<file path="config.mk">
export PLATFORM = sky130hd
export DESIGN_NAME = mac_psum_drain_flat
export DESIGN_NICKNAME = d
export VERILOG_FILES = /design/src/rtl/mac_psum_drain_if.sv /design/src/rtl/mac_psum_drain.sv /design/src/flat_wrapper.sv
export SDC_FILE = /design/constraint.sdc
export NUM_CORES = 1
export LEC_CHECK = 0
export ABC_CLOCK_PERIOD_IN_PS = 3800
export CAP_MARGIN = 15
export CORE_MARGIN = 3
export CORE_UTILIZATION = 40
export CTS_CLUSTER_DIAMETER = 80
export DETAILED_ROUTE_END_ITERATION = 10
export GPL_TIMING_DRIVEN = 0
export SLEW_MARGIN = 10
export SYNTH_ARGS = -nofsm -noshare
export SYNTH_HDL_FRONTEND = slang
export SYNTH_SLANG_ARGS = --single-unit
</file>
<file path="constraint.sdc">
create_clock -name clock -period 3.8 [get_ports clock]
set_input_delay 0.57 -clock clock [delete_from_list [all_inputs] [get_ports clock]]
set_output_delay 0.57 -clock clock [all_outputs]
set_load 0.01 [all_outputs]
</file>
<file path="src/rtl/mac_psum_drain_if.sv">
// Handshake bundle for the partial-sum drain: upstream MAC beats in,
// accumulated group results out.
interface mac_psum_drain_if #(
  parameter int DATA_W = 32,
  parameter int CNT_W  = 8
);
  logic              ivalid;
  logic              oready;
  logic [DATA_W-1:0] idata;
  logic [CNT_W-1:0]  icount;
  logic              ovalid;
  logic              iready;
  logic [DATA_W-1:0] result;
  logic              osat;

  modport master (
    output ivalid, idata, icount, iready,
    input  oready, ovalid, result, osat
  );

  modport slave (
    input  ivalid, idata, icount, iready,
    output oready, ovalid, result, osat
  );
endinterface

</file>
<file path="src/rtl/mac_psum_drain.sv">
// Accumulates groups of signed MAC partial sums with saturation and hands
// one result per group downstream; back-to-back groups run without a bubble.
module mac_psum_drain #(
  parameter int DATA_W = 32,
  parameter int CNT_W  = 8
) (
  input  logic             clock,
  input  logic             reset,
  mac_psum_drain_if.slave  bus
);

  typedef enum logic [1:0] {
    IDLE   = 2'd0,
    ACCUM  = 2'd1,
    OUTPUT = 2'd2
  } state_t;

  localparam logic [DATA_W-1:0] SAT_MAX = {1'b0, {(DATA_W-1){1'b1}}};
  localparam logic [DATA_W-1:0] SAT_MIN = {1'b1, {(DATA_W-1){1'b0}}};

  state_t            r_state;
  state_t            w_state_next;
  logic [DATA_W-1:0] r_acc;
  logic [DATA_W-1:0] w_acc_next;
  logic              r_sat;
  logic              w_sat_next;
  logic [CNT_W-1:0]  r_remaining;
  logic [CNT_W-1:0]  w_remaining_next;

  logic              w_oready;
  logic              w_ovalid;
  logic              w_up_fire;
  logic              w_dn_fire;
  logic [DATA_W:0]   w_sum;
  logic              w_ovf;
  logic [DATA_W-1:0] w_clamped;
  logic              w_first_single;
  logic [CNT_W-1:0]  w_first_remaining;

  // Gated by reset so nothing leaks out while a pending group is being discarded.
  assign w_oready  = !reset && ((r_state == OUTPUT) ? bus.iready : 1'b1);
  assign w_ovalid  = !reset && (r_state == OUTPUT);
  assign w_up_fire = bus.ivalid && w_oready;
  assign w_dn_fire = w_ovalid && bus.iready;

  assign bus.oready = w_oready;
  assign bus.ovalid = w_ovalid;
  assign bus.result = reset ? '0 : r_acc;
  assign bus.osat   = !reset && r_sat;

  // One guard bit is enough: overflow shows as the two top bits disagreeing.
  assign w_sum     = {r_acc[DATA_W-1], r_acc} + {bus.idata[DATA_W-1], bus.idata};
  assign w_ovf     = w_sum[DATA_W] ^ w_sum[DATA_W-1];
  assign w_clamped = w_ovf ? (w_sum[DATA_W] ? SAT_MIN : SAT_MAX) : w_sum[DATA_W-1:0];

  // A zero group length behaves as a single-beat group.
  assign w_first_single    = (bus.icount <= CNT_W'(1));
  assign w_first_remaining = w_first_single ? '0 : (bus.icount - CNT_W'(1));

  always_comb begin
    w_state_next     = r_state;
    w_acc_next       = r_acc;
    w_sat_next       = r_sat;
    w_remaining_next = r_remaining;

    case (r_state)
      IDLE: begin
        if (w_up_fire) begin
          w_acc_next       = bus.idata;
          w_sat_next       = 1'b0;
          w_remaining_next = w_first_remaining;
          w_state_next     = w_first_single ? OUTPUT : ACCUM;
        end
      end

      ACCUM: begin
        if (w_up_fire) begin
          w_acc_next       = w_clamped;
          w_sat_next       = r_sat | w_ovf;
          w_remaining_next = r_remaining - CNT_W'(1);
          if (r_remaining == CNT_W'(1)) begin
            w_state_next = OUTPUT;
          end
        end
      end

      OUTPUT: begin
        if (w_dn_fire) begin
          if (w_up_fire) begin
            w_acc_next       = bus.idata;
            w_sat_next       = 1'b0;
            w_remaining_next = w_first_remaining;
            w_state_next     = w_first_single ? OUTPUT : ACCUM;
          end else begin
            w_state_next = IDLE;
          end
        end
      end

      default: begin
        w_state_next = IDLE;
      end
    endcase
  end

  always_ff @(posedge clock) begin
    if (reset) begin
      r_state     <= IDLE;
      r_acc       <= '0;
      r_sat       <= 1'b0;
      r_remaining <= '0;
    end else begin
      r_state     <= w_state_next;
      r_acc       <= w_acc_next;
      r_sat       <= w_sat_next;
      r_remaining <= w_remaining_next;
    end
  end

endmodule
</file>
<file path="src/flat_wrapper.sv">
// flat-port wrapper written by rule: the top's interface ports become plain ports
module mac_psum_drain_flat 
#(
  parameter int DATA_W = 32,
  parameter int CNT_W  = 8
)
  (clock, reset, bus_ivalid, bus_idata, bus_icount, bus_iready, bus_oready, bus_ovalid, bus_result, bus_osat);
  mac_psum_drain_if #(.DATA_W(DATA_W), .CNT_W(CNT_W)) bus_i ();
  input  logic clock;
  input  logic reset;
  input wire logic [$bits(bus_i.ivalid)-1:0] bus_ivalid;
  input wire logic [$bits(bus_i.idata)-1:0] bus_idata;
  input wire logic [$bits(bus_i.icount)-1:0] bus_icount;
  input wire logic [$bits(bus_i.iready)-1:0] bus_iready;
  output wire logic [$bits(bus_i.oready)-1:0] bus_oready;
  output wire logic [$bits(bus_i.ovalid)-1:0] bus_ovalid;
  output wire logic [$bits(bus_i.result)-1:0] bus_result;
  output wire logic [$bits(bus_i.osat)-1:0] bus_osat;
  assign bus_i.ivalid = bus_ivalid;
  assign bus_i.idata = bus_idata;
  assign bus_i.icount = bus_icount;
  assign bus_i.iready = bus_iready;
  assign bus_oready = bus_i.oready;
  assign bus_ovalid = bus_i.ovalid;
  assign bus_result = bus_i.result;
  assign bus_osat = bus_i.osat;
  mac_psum_drain #(.DATA_W(DATA_W), .CNT_W(CNT_W)) u_core (.clock(clock), .reset(reset), .bus(bus_i));
endmodule
</file>
Word-level counts from Yosys, hierarchy flattened
Index checks and enable logic that the tools add are counted.
- bits in latches: 0
- bits in writable memories: 0
- memories kept: 0
- input bits: 44
- output and inout port bits: 35
- bits in registers: 43
- bits in read-only memories: 0
- div/mod/pow operators: 0
- add/subtract/negate cells: 3
- magnitude comparators: 1
- bitwise logic cells: 2
- reductions and logical operators: 10
- muxes and demuxes: 24
- equal/unequal tests: 7
- multiply operators: 0
- shifts and indexed selects: 0
- operators by type and width (operator ; count):
    32-bit two-way mux ; 6
    32-bit one-hot mux with 3 select lines ; 1
    32-bit by 32-bit adder with 33-bit output ; 1
    8-bit two-way mux ; 4
    8-bit one-hot mux with 3 select lines ; 1
    8-bit by 1-bit subtractor with 8-bit output (second input constant) ; 2
    2-bit two-way mux ; 6
    8-bit by 1-bit == test with 1-bit output (second input constant) ; 1
    8-bit by 1-bit less-or-equal comparator with 1-bit output (second input constant) ; 1
    2-bit by 1-bit != test with 1-bit output (second input constant) ; 4
    2-bit one-hot mux with 3 select lines ; 1
    1-bit logical AND ; 5
    1-bit two-way mux ; 4
    4-bit AND reduction ; 1
    1-bit one-hot mux with 3 select lines ; 1
    3-bit AND reduction ; 1
    3-bit nonzero test ; 1
    2-bit by 1-bit == test with 1-bit output (second input constant) ; 1
    2-bit == test (second input constant) ; 1
    2-bit logical NOT ; 1
    1-bit logical NOT ; 1
    1-bit OR ; 1
    1-bit bitwise XOR ; 1

Longest topological paths before layout
Gate-level depths: netlist (run 1).
- depth in word-level cells: 7
- mapped depth: 12
- mapped depth without buffers: 11

Least setup slack after synthesis (run 1)
Ideal clock, no wire load.
- path kind: input-to-reg
- start point: in bus_idata[0]
- end point: reg u_core.r_acc[30]
- data arrival time: 2.904 ns
- cell stages on the path: 11
- library setup time: 0.088 ns
- path slack: 0.808 ns
- required time: 3.712 ns
- cells stage by stage: ha_1 -> inv_1 -> fa_1 -> nand2b_1 -> a21oi_1 -> o211ai_2 -> a2111o_1 -> a211oi_2 -> o211ai_1 -> and4_1 -> o32ai_2
- word-level cells in the longest chain between the ends: 5
- ends and longest elaborated chain (item ; RTL line ; text):
    start, declared ; flat_wrapper.sv:12 ; input wire logic [$bits(bus_i.idata)-1:0] bus_idata;
    32-bit by 32-bit adder with 33-bit output * ; mac_psum_drain.sv:52 ; assign w_sum = {r_acc[DATA_W-1], r_acc} + {bus.idata[DATA_W-1], bus.idata};
    32-bit two-way mux or 1-bit bitwise XOR (tied branches) ; mac_psum_drain.sv:54, mac_psum_drain.sv:53 ;
    32-bit two-way mux * ; mac_psum_drain.sv:54 ; assign w_clamped = w_ovf ? (w_sum[DATA_W] ? SAT_MIN : SAT_MAX) : w_sum[DATA_W-1:0];
    32-bit two-way mux * ; mac_psum_drain.sv:77 ; if (w_up_fire) begin
    32-bit one-hot mux with 3 select lines * ; mac_psum_drain.sv:66 ; case (r_state)
    end signal, assigned ; mac_psum_drain.sv:114 ; r_acc <= w_acc_next;
    end, declared ; mac_psum_drain.sv:23 ; logic [DATA_W-1:0] r_acc;
Every way passes the cells marked *; elsewhere a longest branch is shown, timed or not. The select of a mux whose other input is x is not followed.
A chain may end at the register's enable or synchronous reset.

Worst setup path in the final report (run 1)
Ends and elaborated chain as after synthesis.

==> impl_metrics.json, run 1 <==
{
  "grt_pass1_vias": 4548,
  "drc_errors": 0,
  "slew_viol_final": 0,
  "fp.dieH_um": 110,
  "cp_slowest_cell": "a2111o_1",
  "synth_area_leader_cell": "dfxtp_1",
  "arrival_ns": 3.81,
  "min_period_ns": 3.59,
  "fill_cells": 1093,
  "synth_edf_count": 0,
  "grtUsageTotal": 0.228,
  "num_antenna_cells": 0,
  "max_cap_violations": 0,
  "drt_wl_total_mm": 13.5,
  "via_per_inst": 5.80,
  "antenna_left": 0,
  "cts_made_buffers": 5,
  "synth-seq-cells": 43,
  "finish.utilization": 0.516,
  "core_um2": 10500,
  "grt_max_degree": 14,
  "wl_per_cell_um": 16.6,
  "synth_cell_types": 70,
  "dieArea_um2": 12200,
  "initial_core_util": 0.416,
  "start_kind": "input port",
  "portBuffers": 77,
  "dp_hpwl_mm": 10.4,
  "drive_gt1_frac": 0.0750,
  "cpPeakStageDelay_ns": 0.53,
  "grt_pass1_wl_mm": 22.2,
  "end_kind": "flop",
  "worst_clock_skew_ns": 0.00773,
  "clockRootBuffer": "clkbuf_8",
  "async_reset_ff_frac": 0,
  "pwr_density_cell_nw_per_um2": 447,
  "h-tree-depth": 2,
  "syn_area_um2": 4350,
  "outcome": "complete, no violations",
  "finalCritPeriodShare": 0.945,
  "cts_tree": "built",
  "holdCritPathClass": "flop to flop",
  "syn_nets": 676,
  "synth_area_leaders": "dfxtp_1 (20%), ha_1 (10%), a21oi_1 (6.2%), o21ai_0 (5.8%), nand2_1 (5.4%)",
  "drt_first_pass_iters": 5,
  "timing.fmax_mhz": 278,
  "fp.dieW_um": 110,
  "cts.clk_slew.worst_paths_ns": 0.09,
  "syn_area_per_cell_um2": 7.31,
  "fin_ws_ns": 0.208,
  "clk_latency_ns": 0.30,
  "yosysTopAreaCellShare": 0.198,
  "cts_num_sinks": 43,
  "grt-ovfl-total": 0,
  "drtIter0Drc": 267,
  "io_pins": 79,
  "cp_cell_sequence": "clkdlybuf4s50_1 > ha_1 > inv_1 > fa_1 > nand2b_1 > a21oi_2 > o211ai_2 > a2111o_1 > a211oi_4 > o211ai_1 > and4_1 > o32ai_2",
  "yosys_most_used_dff": "dfxtp_1",
  "cp_max_fo": 5,
  "max_slew_margin": 0.368,
  "path_class": "input port to flop",
  "rsz0062_at_grt": "false",
  "setup_viol": 0,
  "dp_slack_ns": -0.197,
  "place_congestion": 0.908,
  "tightestPinTransition_ns": 0.946,
  "synthCells": 595,
  "hold_violations": 0,
  "syn_to_final_growth_pct": 24.0,
  "grt_antenna_before_repair": 0,
  "dr_total_vias": 4733,
  "seq_area_frac_synth": 0.198,
  "cts.path.max_buffers": 2,
  "yosys_warnings": 0,
  "std_cell_rows": 37,
  "crit_required_ns": 4.02,
  "leakagePower_nw": 2.13,
  "ir_drop_uv": 176,
  "fin_nets": 760
}
==> cells by family after synthesis <==
group / count (synthesis) / share of synthesized area
xor+xnor: 29 / 0.0584
simple gates: 232 / 0.265
flops: 43 / 0.198
fa+ha+maj: 37 / 0.108
compound gates: 207 / 0.318
buf+inv: 45 / 0.0477
mux: 2 / 0.00460
==> layout by cell type (no fill, tap or decap), drive strengths merged, types with 11 or more instances in the layout <==
cell type	n
or3	12
a21oi	58
buf	14
o21ai	52
a31oi	27
a21o	11
ha	36
nor2	59
dfxtp	43
nor2b	36
inv	16
o211ai	14
nand2	64
xor2	11
clkdlybuf4s50	77
xnor2	18
nor3	15
clkbuf	21
==> power breakdown <==
group	switching [mW]	internal (mW)	total, mW
logic	0.862	0.648	1.51
registers	0.0491	0.542	0.591
clock network	0.178	0.129	0.308
total	1.09	1.32	2.41
==> Yosys cell counts, drive strengths merged (4+ instances only) <==
master and n:
nand2 64, nor2b 36, nor2 59, buf 14, a21oi 58, and2 5
nand4 4, xnor2 18, or3 12, nand3 9, a31oi 27, clkbuf 15
inv 16, o21a 6, xor2 11, nor4 5, a211oi 9, o21ai 52
o211ai 14, a21o 11, dfxtp 43, and3 6, ha 36, nor3 15
nand2b 7
==> routing by layer <==
layer	global-route usage	vias to the layer above	part of all wire	wire length, um
met5	0	-	0	0
met4	0.0466	0	0.012	169
met3	0.0309	10	0.058	791
met2	0.378	146	0.45	6150
met1	0.318	2241	0.47	6420
li1	-	2336	-	-
==> layout make-up <==
type	count	area, um2	share of cell area
clock buffer	6	72.6	0.0135
buffer	29	148	0.0274
tap	136	170	0.0315
clock inverter	2	12.5	0.00232
inverter	16	60.1	0.0111
sequential	43	861	0.160
timing repair buffer	77	771	0.143
multi-input combinational	507	3300	0.612
==> worst max-delay path: cells and delay by family <==
family	cells	cell delay, ns
and+or+nand+nor	2	0.41
AOI/OAI and AO/OA	6	1.58
buffers and inverters	2	0.59
adders and majority gates	2	0.64
==> what timing repair did <==
item / in CTS / in global routing
endpoints found under the setup margin: 0 / 11
buffers inserted: 0 / 0
hold buffers: 0 / 0
resized for setup: 0 / 3
==> state kept, by name, summed over array words and instances (netlist names) <==
| signal | cells |
|---|---|
| u_core.r_state | 2 |
| u_core.r_acc | 32 |
| u_core.r_sat | 1 |
| u_core.r_remaining | 8 |
==> worst paths after layout <==
path	start	endpoint	slack, ns	cells past startpoint
worst min-delay path	u_core.r_sat	u_core.r_sat	0.47	1
worst max-delay path	bus_idata[0]	u_core.r_acc[30]	0.21	12
worst min register to register	u_core.r_sat	u_core.r_sat	0.47	1
worst max register to register	u_core.r_acc[0]	u_core.r_acc[30]	0.68	11
==> per-stage QoR <==
stage	std cells	cell area [um2]	hold WS, ns	total power [mW]	TNS (ns)
after floorplan	595	4350	0.433	1.67	0
after global placement	808	5290	0.438	2.06	-0.992
after detailed placement	808	5290	0.445	2.08	-1.49
after CTS	816	5380	0.467	2.40	0
after global routing	816	5400	0.496	2.62	0
final	816	5400	0.465	2.41	0
No activity file was read; power rests on OpenSTA's default activity.
==> run 2, diff against run 1 <==
CTS_CLUSTER_DIAMETER = 50   (was 80)
==> results of run 2 <==
No change in the layout: final DEF, timing and power equal those of run 1.
==> patch, RTL diff (settings of run 1) <==
`DATA_W` is set to 32 in 3 places; all go to 64.
--- a/src/rtl/mac_psum_drain_if.sv
+++ b/src/rtl/mac_psum_drain_if.sv
@@ -2,5 +2,5 @@
 // accumulated group results out.
 interface mac_psum_drain_if #(
-  parameter int DATA_W = 32,
+  parameter int DATA_W = 64,
   parameter int CNT_W  = 8
 );
--- a/src/rtl/mac_psum_drain.sv
+++ b/src/rtl/mac_psum_drain.sv
@@ -2,5 +2,5 @@
 // one result per group downstream; back-to-back groups run without a bubble.
 module mac_psum_drain #(
-  parameter int DATA_W = 32,
+  parameter int DATA_W = 64,
   parameter int CNT_W  = 8
 ) (
--- a/src/flat_wrapper.sv
+++ b/src/flat_wrapper.sv
@@ -2,5 +2,5 @@
 module mac_psum_drain_flat 
 #(
-  parameter int DATA_W = 32,
+  parameter int DATA_W = 64,
   parameter int CNT_W  = 8
 )
Ports: changed (resized bus_idata and bus_result); port bits go from 79 to 143. The function was not compared with the original's and may differ.
==> patch against run 1 <==
Wire length is 140% higher. Design area is 100% higher. Sequential cell count is 32 higher. Critical path depth is 2 higher. Worst setup slack worse by 150 ps. Synthesized cell count is 90% higher. Power is 75% higher. Area after synthesis is 90% higher. Clock power grew to 2.9 times the old value. Register-to-register slack worse by 390 ps. Largest cell class unchanged.
==> patch: results (changes against run 1) <==
- Max_slew headroom: 42.0% (+5.2 points)
- Fin nets: 1,441 (+90%)
- Placer Congestion: 0.976 (+7.5%)
- Total clock buffers created by CTS: 9 (+4)
- Mux cell area share after synthesis: 0.303% (-0.16 points)
- Mean Syn Cell Area: 7.32 sq um (+0.16%)
- Post-synth top cells: 130 x nand2_1, 112 x nor2_1, 96 x a21oi_1, 75 x dfxtp_1, 73 x nor2b_1
- Clock latency at the later pin of the worst-skew pair: 360 ps (+60 ps)
- PortBufs: 142 (+84%)
- DR iter-0 viols: 687 (+160%)
- Worst setup endpoint: u_core.r_acc[58]
- Outcome: finished clean
- Syn Nets: 1,274 (+88%)
- Postcts setup bufs: 12 (+12)
- Largest cells by area after synthesis: dfxtp_1 18%, ha_1 10%, a211oi_2 7.3%, nand2_1 5.9%, a21oi_1 5.8%
- Pin count of the biggest net entering global routing: 13 (-1)
- GRT Util Overall: 27.6% (+4.7 points)
- Routed WL: 31.9 mm (+140%)
- Placed Cells: 1,536 (+90%)
- RR Endpoint: u_core.r_acc[54]
- Reg2reg setup slack: 290 ps (-390 ps)
- Root Buffer: clkbuf_16
- Layout cells sized above 1: 12.8% (+5.3 points)
- Placement Setup Slack: -1020 ps (-822 ps)
- Synth cell types: 79 (+13%)
- Cts repair resizes: 29 (+29)
- Hold path depth: 2 (+1)
- Worst-path fanout max: 6 (+1)
- Final worst slack: 57.5 ps (-151 ps)
- Worst Hold End: u_core.r_remaining[4]
- Pleak: 4.32 nW (+100%)
- Regs by FF count: u_core.r_acc: 64 flops, u_core.r_remaining: 8 flops, u_core.r_state: 2 flops
- HPWL after DPL: 23.7 mm (+130%)
- Worst Hold Launch: u_core.r_remaining[4]
- Slowest library cell on the worst path: clkdlybuf4s50_1
- Crit. Startpoint: bus_idata[17]
- Arr. time, crit path: 3980 ps (+170 ps)
==> patch: changes by cell type after synthesis, moves of 42 or more <==
cell / delta
a211oi_2: +44
clkbuf_1: +42
a21oi_1: +42
nor3_1: +53
nor2_1: +53
nand2_1: +67
==> patch: routing by layer <==
layer	global-route usage [%]	share of wire, %
met1	40.2	47
met2	43.6	45
met3	2.73	6.6
met4	6.82	1.3
met5	0	0
==> patch: power by group <==
| group | switching [mW] | internal (mW) |
|---|---|---|
| Clock | 0.400 | 0.498 |
| Combinational | 1.36 | 0.995 |
| Sequential | 0.0615 | 0.889 |
==> patch: layout make-up <==
class | count | area (sq um) | share of cell area, %
multi-input combinational | 959 | 6660 | 61.3
timing repair buffer | 161 | 1610 | 14.8
sequential | 75 | 1500 | 13.8
buffer | 67 | 383 | 3.52
tap | 265 | 332 | 3.05
clock buffer | 13 | 270 | 2.49
inverter | 23 | 86.3 | 0.794
clock inverter | 3 | 21.3 | 0.196
